--- src/rtl/duty_recorder_if.sv ---
// Bundle of control, capture and playback signals for duty_recorder.
// The master side (duty-cycle generators / controller) drives the requests
// and the captured words; the slave side (the recorder) returns the replayed
// words and status.
interface duty_recorder_if #(
  parameter int DW = 6,
  parameter int CH = 2,
  parameter int AW = 8,
  parameter int PW = 16
);
  logic               rec_en;
  logic               play_en;
  logic               loop_en;
  logic               clear;
  logic               sample_stb;
  logic [CH*DW-1:0]   duty_in;
  logic [PW-1:0]      play_div;
  logic [CH*DW-1:0]   duty_out;
  logic               out_valid;
  logic               done;
  logic               full;
  logic [AW:0]        rec_len;
  logic [1:0]         state;

  modport master (
    output rec_en, play_en, loop_en, clear, sample_stb, duty_in, play_div,
    input  duty_out, out_valid, done, full, rec_len, state
  );

  modport slave (
    input  rec_en, play_en, loop_en, clear, sample_stb, duty_in, play_div,
    output duty_out, out_valid, done, full, rec_len, state
  );
endinterface

--- src/rtl/duty_recorder.sv ---
// Multi-channel record/playback buffer for PWM duty-cycle words.
// Records CH packed duty words per strobe into a DEPTH-entry RAM, replays
// them at a programmable step period (once or looped) and can sweep the
// whole RAM to zero. Pointer arithmetic is bounded by the recorded length,
// not by the RAM size, so short recordings loop on themselves.
module duty_recorder #(
  parameter int DW    = 6,
  parameter int CH    = 2,
  parameter int DEPTH = 256,
  parameter int AW    = 8,
  parameter int PW    = 16
) (
  input logic            sysclk,
  input logic            reset,
  duty_recorder_if.slave bus
);

  typedef enum logic [1:0] {
    ST_IDLE  = 2'd0,
    ST_REC   = 2'd1,
    ST_PLAY  = 2'd2,
    ST_CLEAR = 2'd3
  } state_e;

  localparam logic [AW:0]   DEPTH_L   = (AW+1)'(DEPTH);
  localparam logic [AW:0]   ONE_L     = (AW+1)'(1);
  localparam logic [AW-1:0] LAST_ADDR = AW'(DEPTH - 1);

  state_e           state_q, state_d;
  logic [AW:0]      rec_len_q, rec_len_d;
  logic [AW-1:0]    ptr_q, ptr_d;
  logic [AW-1:0]    clr_addr_q, clr_addr_d;
  logic [PW-1:0]    div_q, div_d;
  logic [CH*DW-1:0] duty_out_q;
  logic             out_valid_q;
  logic             done_q;

  logic [CH*DW-1:0] mem [DEPTH];

  logic full_w;
  logic terminal_w;
  logic last_w;
  logic wr_rec_w;
  logic rd_en_w;
  logic clr_last_w;

  assign full_w     = (rec_len_q == DEPTH_L);
  // Live compare so a shorter period written mid-play takes effect at once.
  assign terminal_w = (div_q >= bus.play_div);
  assign last_w     = ({1'b0, ptr_q} == (rec_len_q - ONE_L));
  assign wr_rec_w   = (state_q == ST_REC) && bus.rec_en && bus.sample_stb &&
                      !full_w && !bus.clear;
  assign rd_en_w    = (state_q == ST_PLAY) && bus.play_en && !bus.clear &&
                      terminal_w;
  assign clr_last_w = (state_q == ST_CLEAR) && (clr_addr_q == LAST_ADDR);

  // Next-state logic for the mode FSM, record length, read pointer,
  // playback divider and clear-sweep address.
  always_comb begin
    state_d    = state_q;
    rec_len_d  = rec_len_q;
    ptr_d      = ptr_q;
    div_d      = div_q;
    clr_addr_d = clr_addr_q;
    case (state_q)
      ST_IDLE: begin
        if (bus.clear) begin
          state_d    = ST_CLEAR;
          clr_addr_d = '0;
        end else if (bus.rec_en) begin
          state_d   = ST_REC;
          rec_len_d = '0;
        end else if (bus.play_en && (rec_len_q != '0)) begin
          state_d = ST_PLAY;
          ptr_d   = '0;
          div_d   = '0;
        end
      end
      ST_REC: begin
        if (bus.clear) begin
          state_d    = ST_CLEAR;
          clr_addr_d = '0;
        end else if (!bus.rec_en) begin
          state_d = ST_IDLE;
        end else if (wr_rec_w) begin
          rec_len_d = rec_len_q + ONE_L;
        end
      end
      ST_PLAY: begin
        if (bus.clear) begin
          state_d    = ST_CLEAR;
          clr_addr_d = '0;
        end else if (!bus.play_en) begin
          state_d = ST_IDLE;
        end else if (terminal_w) begin
          div_d = '0;
          if (last_w) begin
            if (bus.loop_en) begin
              ptr_d = '0;
            end else begin
              state_d = ST_IDLE;
            end
          end else begin
            ptr_d = ptr_q + AW'(1);
          end
        end else begin
          div_d = div_q + PW'(1);
        end
      end
      ST_CLEAR: begin
        clr_addr_d = clr_addr_q + AW'(1);
        if (clr_last_w) begin
          state_d   = ST_IDLE;
          rec_len_d = '0;
        end
      end
      default: begin
        state_d = ST_IDLE;
      end
    endcase
  end

  // Control registers; reset returns everything to an empty idle recorder.
  always_ff @(posedge sysclk) begin
    if (reset) begin
      state_q    <= ST_IDLE;
      rec_len_q  <= '0;
      ptr_q      <= '0;
      div_q      <= '0;
      clr_addr_q <= '0;
    end else begin
      state_q    <= state_d;
      rec_len_q  <= rec_len_d;
      ptr_q      <= ptr_d;
      div_q      <= div_d;
      clr_addr_q <= clr_addr_d;
    end
  end

  // Sample RAM write port: recording strobes or the zeroing sweep; not reset.
  always_ff @(posedge sysclk) begin
    if (!reset) begin
      if (wr_rec_w) begin
        mem[rec_len_q[AW-1:0]] <= bus.duty_in;
      end else if (state_q == ST_CLEAR) begin
        mem[clr_addr_q] <= '0;
      end
    end
  end

  // Synchronous RAM read straight into the output register, plus the
  // one-cycle valid/done pulses that accompany each replayed sample.
  always_ff @(posedge sysclk) begin
    if (reset) begin
      duty_out_q  <= '0;
      out_valid_q <= 1'b0;
      done_q      <= 1'b0;
    end else begin
      out_valid_q <= rd_en_w;
      done_q      <= rd_en_w && last_w && !bus.loop_en;
      if (rd_en_w) begin
        duty_out_q <= mem[ptr_q];
      end else if (clr_last_w) begin
        duty_out_q <= '0;
      end
    end
  end

  assign bus.duty_out  = duty_out_q;
  assign bus.out_valid = out_valid_q;
  assign bus.done      = done_q;
  assign bus.full      = full_w;
  assign bus.rec_len   = rec_len_q;
  assign bus.state     = state_q;

endmodule

--- src/flat_wrapper.sv ---
// flat-port wrapper written by rule: the top's interface ports become plain ports
module duty_recorder_flat 
#(
  parameter int DW    = 6,
  parameter int CH    = 2,
  parameter int DEPTH = 256,
  parameter int AW    = 8,
  parameter int PW    = 16
)
  (sysclk, reset, bus_rec_en, bus_play_en, bus_loop_en, bus_clear, bus_sample_stb, bus_duty_in, bus_play_div, bus_duty_out, bus_out_valid, bus_done, bus_full, bus_rec_len, bus_state);
  duty_recorder_if #(.DW(DW), .CH(CH), .AW(AW), .PW(PW)) bus_i ();
  input logic sysclk;
  input logic reset;
  input wire logic [$bits(bus_i.rec_en)-1:0] bus_rec_en;
  input wire logic [$bits(bus_i.play_en)-1:0] bus_play_en;
  input wire logic [$bits(bus_i.loop_en)-1:0] bus_loop_en;
  input wire logic [$bits(bus_i.clear)-1:0] bus_clear;
  input wire logic [$bits(bus_i.sample_stb)-1:0] bus_sample_stb;
  input wire logic [$bits(bus_i.duty_in)-1:0] bus_duty_in;
  input wire logic [$bits(bus_i.play_div)-1:0] bus_play_div;
  output wire logic [$bits(bus_i.duty_out)-1:0] bus_duty_out;
  output wire logic [$bits(bus_i.out_valid)-1:0] bus_out_valid;
  output wire logic [$bits(bus_i.done)-1:0] bus_done;
  output wire logic [$bits(bus_i.full)-1:0] bus_full;
  output wire logic [$bits(bus_i.rec_len)-1:0] bus_rec_len;
  output wire logic [$bits(bus_i.state)-1:0] bus_state;
  assign bus_i.rec_en = bus_rec_en;
  assign bus_i.play_en = bus_play_en;
  assign bus_i.loop_en = bus_loop_en;
  assign bus_i.clear = bus_clear;
  assign bus_i.sample_stb = bus_sample_stb;
  assign bus_i.duty_in = bus_duty_in;
  assign bus_i.play_div = bus_play_div;
  assign bus_duty_out = bus_i.duty_out;
  assign bus_out_valid = bus_i.out_valid;
  assign bus_done = bus_i.done;
  assign bus_full = bus_i.full;
  assign bus_rec_len = bus_i.rec_len;
  assign bus_state = bus_i.state;
  duty_recorder #(.DW(DW), .CH(CH), .DEPTH(DEPTH), .AW(AW), .PW(PW)) u_core (.sysclk(sysclk), .reset(reset), .bus(bus_i));
endmodule
--- config.mk ---
export PLATFORM = sky130hd
export DESIGN_NAME = duty_recorder_flat
export DESIGN_NICKNAME = d
export VERILOG_FILES = /design/src/rtl/duty_recorder_if.sv /design/src/rtl/duty_recorder.sv /design/src/flat_wrapper.sv
export SDC_FILE = /design/constraint.sdc
export NUM_CORES = 2
export LEC_CHECK = 0
export CELL_PAD_IN_SITES_DETAIL_PLACEMENT = 0
export CELL_PAD_IN_SITES_GLOBAL_PLACEMENT = 1
export CORE_ASPECT_RATIO = 1.5
export CORE_MARGIN = 5
export CORE_UTILIZATION = 56
export CTS_BUF_LIST = sky130_fd_sc_hd__clkbuf_8
export CTS_CLUSTER_SIZE = 10
export DETAILED_ROUTE_END_ITERATION = 8
export PLACE_DENSITY_LB_ADDON = 0.1
export SYNTH_ARGS = -nofsm -noshare
export SYNTH_HDL_FRONTEND = slang
export SYNTH_SLANG_ARGS = --single-unit
--- constraint.sdc ---
create_clock -name sysclk -period 17.5 [get_ports sysclk]
set_input_delay 4.375 -clock sysclk [delete_from_list [all_inputs] [get_ports sysclk]]
set_output_delay 4.375 -clock sysclk [all_outputs]
set_load 0.01 [all_outputs]
# --- After elaboration in Yosys (flattened, before gate mapping) ---
# Memory sizes are Yosys's and may differ from the RTL's. A register that Yosys moved wholly into a read port is not among the register bits.
# Index checks and enable logic that the tools add are counted.
word_totals:
  regBits: 57
  latch_bits: 0
  ramBits: 3072
  rom_bits: 0
  inputBits: 35
  out_inout_bits: 26
  wordCells: 115
  mem_count: 1
mem_list:
  columns: ["name", "depth", "word_bits", "read_ports", "rd_ports_with_merged_regs", "wr", "line", "text"]
  rows:
  - ["u_core.mem", 256, 12, 1, 1, 1, "duty_recorder.sv:38", "logic [CH*DW-1:0] mem [DEPTH];"]
classes:
  addsub: 5
  n_mul: 0
  div_mod_pow: 0
  magnitude_cmp: 1
  n_eq_ne: 24
  shift: 0
  n_mux: 51
  bitwise_logic: 0
  n_reduce_logical: 25
op_table:
  columns: ["cell", "count"]
  rows:
  - ["2-to-1 mux 16 bit", 6]
  - ["2-to-1 mux 8 bit", 12]
  - ["2-to-1 mux 9 bit", 6]
  - ["2-to-1 mux 12 bit", 3]
  - ["one-hot mux 16 bit (2 select lines)", 1]
  - ["one-hot mux 8 bit (2 select lines)", 2]
  - ["one-hot mux 9 bit (3 select lines)", 1]
  - ["2-to-1 mux 2 bit", 11]
  - ["adder 16 x 1 -> 16 bit, second input constant", 1]
  - ["adder 8 x 1 -> 8 bit, second input constant", 2]
  - ["greater-or-equal comparator 16 bit", 1]
  - ["inequality test 2 bit, second input constant", 7]
  - ["inequality test 4 x 3 -> 1 bit, second input constant", 3]
  - ["AND reduction 6 bit", 2]
  - ["OR reduction 12 bit", 1]
  - ["logical AND 1 bit", 11]
  - ["inequality test 2 x 1 -> 1 bit, second input constant", 5]
  - ["adder 9 x 1 -> 9 bit, second input constant", 1]
  - ["== test 8 x 9 -> 1 bit", 1]
  - ["== test 9 bit, second input constant", 1]
  - ["nonzero test 9 bit", 1]
  - ["subtractor 9 x 1 -> 9 bit, second input constant", 1]
  - ["== test 8 bit, second input constant", 1]
  - ["2-to-1 mux 1 bit", 8]
  - ["12 further kinds", 17]

# --- Depth between registers and ports, before layout ---
logic_depth:
  depth_word: 10
  ltp_mapped: 13
  mapped_depth_nobuf: 10

# --- Worst setup path after synthesis ---
# OpenSTA, ideal clock, no wires.
synth_timing:
  path_type: "input -> register"
  from: "input port bus_clear"
  to: "memory u_core.mem[0][10] (netlist name), data pin"
  setup_ns: 1.446
  arrival_time_ns: 11.930
  required_ns: 16.054
  setup_slack_ns: 4.123
  stages: 8
  n_path_buf: 4
  cell_sequence: "clkbuf_1 nand4b_1 a41oi_1 nor3_2 buf_4 buf_4 clkbuf_1 nor2b_1"
synth_between:
  elab_chain_len: 7
synth_lines:
  columns: ["element", "line", "text"]
  rows:
  - ["from (decl)", "flat_wrapper.sv:17", "input wire logic [$bits(bus_i.clear)-1:0] bus_clear;"]
  - ["zero test 1 bit", "duty_recorder.sv:52", "!full_w && !bus.clear;"]
  - ["logical AND 1 bit", "duty_recorder.sv:52", null]
  - ["2-to-1 mux 1 bit", "duty_recorder.sv:143", "if (wr_rec_w) begin"]
  - ["2-to-1 mux 1 bit", "duty_recorder.sv:142", "if (!reset) begin"]
  - ["2-to-1 mux 1 bit (implied by the code)", "duty_recorder.sv:146", "mem[clr_addr_q] <= '0;"]
  - ["OR reduction 12 bit (no source line)", null, null]
  - ["2-to-1 mux 12 bit (no source line)", null, null]
  - ["to (decl)", "duty_recorder.sv:38", null]
# Every way passes these cells.

# --- Final worst setup path ---
layout_timing:
  from: "input port bus_clear"
  to: "memory u_core.mem[161][10] (netlist name), enable pin"
layout_between:
  elab_chain_len: 7
  word_cells_on_any_way: 11
  cone_classes: "mux (8); reduce/logical (3)"
layout_lines:
  columns: ["element", "line"]
  rows:
  - ["zero test 1 bit (*)", "duty_recorder.sv:52"]
  - ["logical AND 1 bit (*)", "duty_recorder.sv:52"]
  - ["2-to-1 mux 1 bit", "duty_recorder.sv:143"]
  - ["2-to-1 mux 1 bit", "duty_recorder.sv:142"]
  - ["2-to-1 mux 1 bit (implied by the code)", "duty_recorder.sv:146"]
  - ["OR reduction 12 bit (no source line)", null]
  - ["2-to-1 mux 8 bit (no source line) or 2-to-1 mux 1 bit (tied branches)", null]
# Every way passes the cells marked *; elsewhere a longest branch is shown, timed or not.

==> metrics.txt <==
status completed; # IOs 61; GR Util met1 40.0%; first-pass GRT wire length 496000 um; root buf cell clkbuf_8; sequential area share after synthesis 76.3%; core area 0.218 mm^2; M2 GR Usage 50.7%; maximum clock frequency 115 MHz; dominant synthesized flop cell edfxtp_1; FFs w/ async S/R, synth 0%; Worst-path clk slew 0.06 ns; R2R Path End u_core.bus.duty_out[9]; met3 Usage GRT 6.98%; Crit Path Category in2reg; final worst slack 8.81 ns; initial core utilization 56.2%; final WL 356000 um; WHS 0.503 ns; Hold Path Sink u_core.div_q[1]; Synth Area in Compound Gates 4.35%; Detailed Place HPWL 219000 um; Num CTS Buffers 440; RePlAce Congestion 0.910; crit path DAT 9.30 ns; Avg WL per Cell 37.0 um; commonest non-fill, non-tap cells in the layout edfxtp_1, mux4_2, clkbuf_8, nor2_1, mux2i_1; Worst EP required 18.10 ns; hold-critical path depth 2; Resized Gates After CTS 0; final setup vio count 0; Die ar. 0.229 mm^2; final clock skew 0.0646 ns; largest net degree at the start of global routing 178; share of cells above drive strength 1 20.6%; Sequential Area 0.0936 mm^2; slew margin rel. 6.07%; port bufs 60; multi-input logic area 0.0271 mm^2; fin area 0.135 mm^2; # rows 210; via count 64252; xor and xnor area share after synthesis 0.214%; CP Buf/Inv Count 2; clock buffer depth 4; worst reg2reg path depth 12; initial antenna violation count 18; Pwr Density 105 mW/mm^2; final worst path period share 49.7%; Worst-Skew Late Latency 1.02 ns; pin slew with the least headroom to its limit 1.39 ns; CTS H-tree depth 5; Stages on worst setup path 8; CTS tree built; static leakage 40.4 nW; #FFs+latches synth 3137; DRT Pass-1 Iters 7; Mapped Avg Cell Area 20.1 um^2; simple-gate share of the synthesized area 3.09%; Synth Warn # 0; Sink Count 3137; RSZ-0062 raised after global routing false; worst hold start u_core.div_q[1]; Startpoint Class input port; First DRT Iteration DRCs 7500; vias in the first global route 64452; DRC Markers 0; most common cell after layout, fill and taps aside edfxtp_1; EDFF count, synth 3072; synthesized area 0.123 mm^2; Max Slew Vio Count 0; CP Cell Sequence clkdlybuf4s50_1 -> nand4b_1 -> a41oi_1 -> nor3_4 -> buf_4 -> o21ai_1 -> nand3_1 -> nor2_1; mux contribution to synthesized area 14.0%; post-synth net total 6174; hold_buf cts 0; post-CTS setup buffer count 0; worst-path maximum fanout 30; Peak supply drop 0.0771 mV; Die X-Extent 392 um; Crit path largest cell delay 1.16 ns; area grow syn2layout 9.71%; vias per cell 6.68; Post-Synth Adder-Cell Area 0.265%; GRT Total Usage 31.1%; final count of hold timing violations 0; total grt overflow 0; worst min-delay path class reg2reg; final net count 6456; CP top delay family simple AND/OR/NAND/NOR gates; crit path time final 8.69 ns; Final ANT Viol Nets 0; post-synthesis cell count 6113; Distinct cells, synth 81; Max-Cap Viols 0; Post-DP Area 0.126 mm^2; Fillers 15467; Worst Setup End Kind flip-flop; pre-CTS setup slack 7.90 ns; grt peak-use layer met2; Final TNS setup 0 ns; largest family of logic cells by synthesized area multiplexers; die height 583 um; Worst R2R Setup Slack 11.05 ns; CP max-delay cell nor2_1
[metal layers]
layer  vias up  wire length, um
met5         -                8
met4         2            20400
met3       732            32700
met2      3735           175000
met1     33781           127000
li1      26002                -
[how the worst max path moves through the flow]
| stage | to | start | slack (ns) |
|---|---|---|---|
| after floorplan | u_core.mem[0][10] | bus_clear | 4.12 |
| after global placement | u_core.mem[251][7] | bus_clear | 8.04 |
| after detailed placement | u_core.mem[160][10] | bus_clear | 7.90 |
| after CTS | u_core.mem[251][7] | bus_clear | 9.01 |
| after global routing | u_core.mem[161][10] | bus_clear | 8.66 |
| final | u_core.mem[161][10] | bus_clear | 8.81 |
[cells by family (layout without fill, tap and decap cells)]
family,after synthesis,in the layout
flops,3137,3137
mux,961,961
simple gates,812,812
compound gates,741,741
buf+inv,406,1040
xor+xnor,30,30
fa+ha+maj,26,26
other cells,0,12
[cells in the mapped netlist (17+ instances only)]
cell / n / area, um^2
xor2_1: 17 / 149
a22o_1: 35 / 307
a221o_1: 24 / 240
nand4_1: 23 / 144
nor3_1: 32 / 160
or2_2: 27 / 169
o21ai_0: 87 / 435
a22oi_1: 190 / 1430
edfxtp_1: 3072 / 92200
and3_1: 20 / 125
a21oi_1: 103 / 515
a221oi_1: 100 / 876
buf_2: 103 / 515
nand2b_1: 31 / 194
nand3_1: 96 / 480
nor2_1: 371 / 1390
clkbuf_1: 166 / 623
buf_6: 36 / 405
ha_1: 26 / 325
inv_1: 36 / 135
a31oi_1: 62 / 388
or3_1: 19 / 119
nand2_1: 109 / 409
o211ai_1: 25 / 188
nor2b_1: 29 / 181
mux4_2: 605 / 13600
mux2i_1: 350 / 3500
dfxtp_1: 65 / 1300
buf_4: 43 / 323
[power by group]
group	internal, mW	switching, mW
sequential	8.33	0.00398
clock	2.68	2.74
combinational	0.0510	0.304
total	11.1	3.04
[stage by stage]
step,utilization [%],instances,power (mW)
final,61.7,9621,14.1
after global routing,61.7,9611,14.5
after CTS,61.7,9609,14.2
after detailed placement,57.9,8815,8.86
after global placement,57.9,8815,8.84
after floorplan,-,6113,8.71
[layout make-up]
| class | count | area share (%) |
|---|---|---|
| sequential | 3137 | 69.6 |
| clock inverter | 335 | 1.37 |
| multi-input combinational | 2570 | 20.2 |
| clock buffer | 459 | 4.70 |
| tap | 2862 | 2.66 |
| timing repair buffer | 209 | 1.42 |
| inverter | 37 | 0.106 |
| antenna | 12 | 0.0223 |
[flip-flops by register name (all words and copies together), names as in the netlist, named ones only]
| signal | cells |
|---|---|
| u_core.bus.done | 1 |
| u_core.bus.duty_out | 12 |
| u_core.bus.out_valid | 1 |
| u_core.bus.rec_len | 9 |
| u_core.bus.state | 2 |
| u_core.clr_addr_q | 8 |
| u_core.div_q | 16 |
| u_core.mem | 3072 |
| u_core.ptr_q | 8 |
[worst min-delay path, cell delays in order, from the launching register on]
cell and delay (ns):
dfxtp_1 0.34, nand2_1 0.06, a21oi_1 0.06
Power figures use the tool's default switching activity.
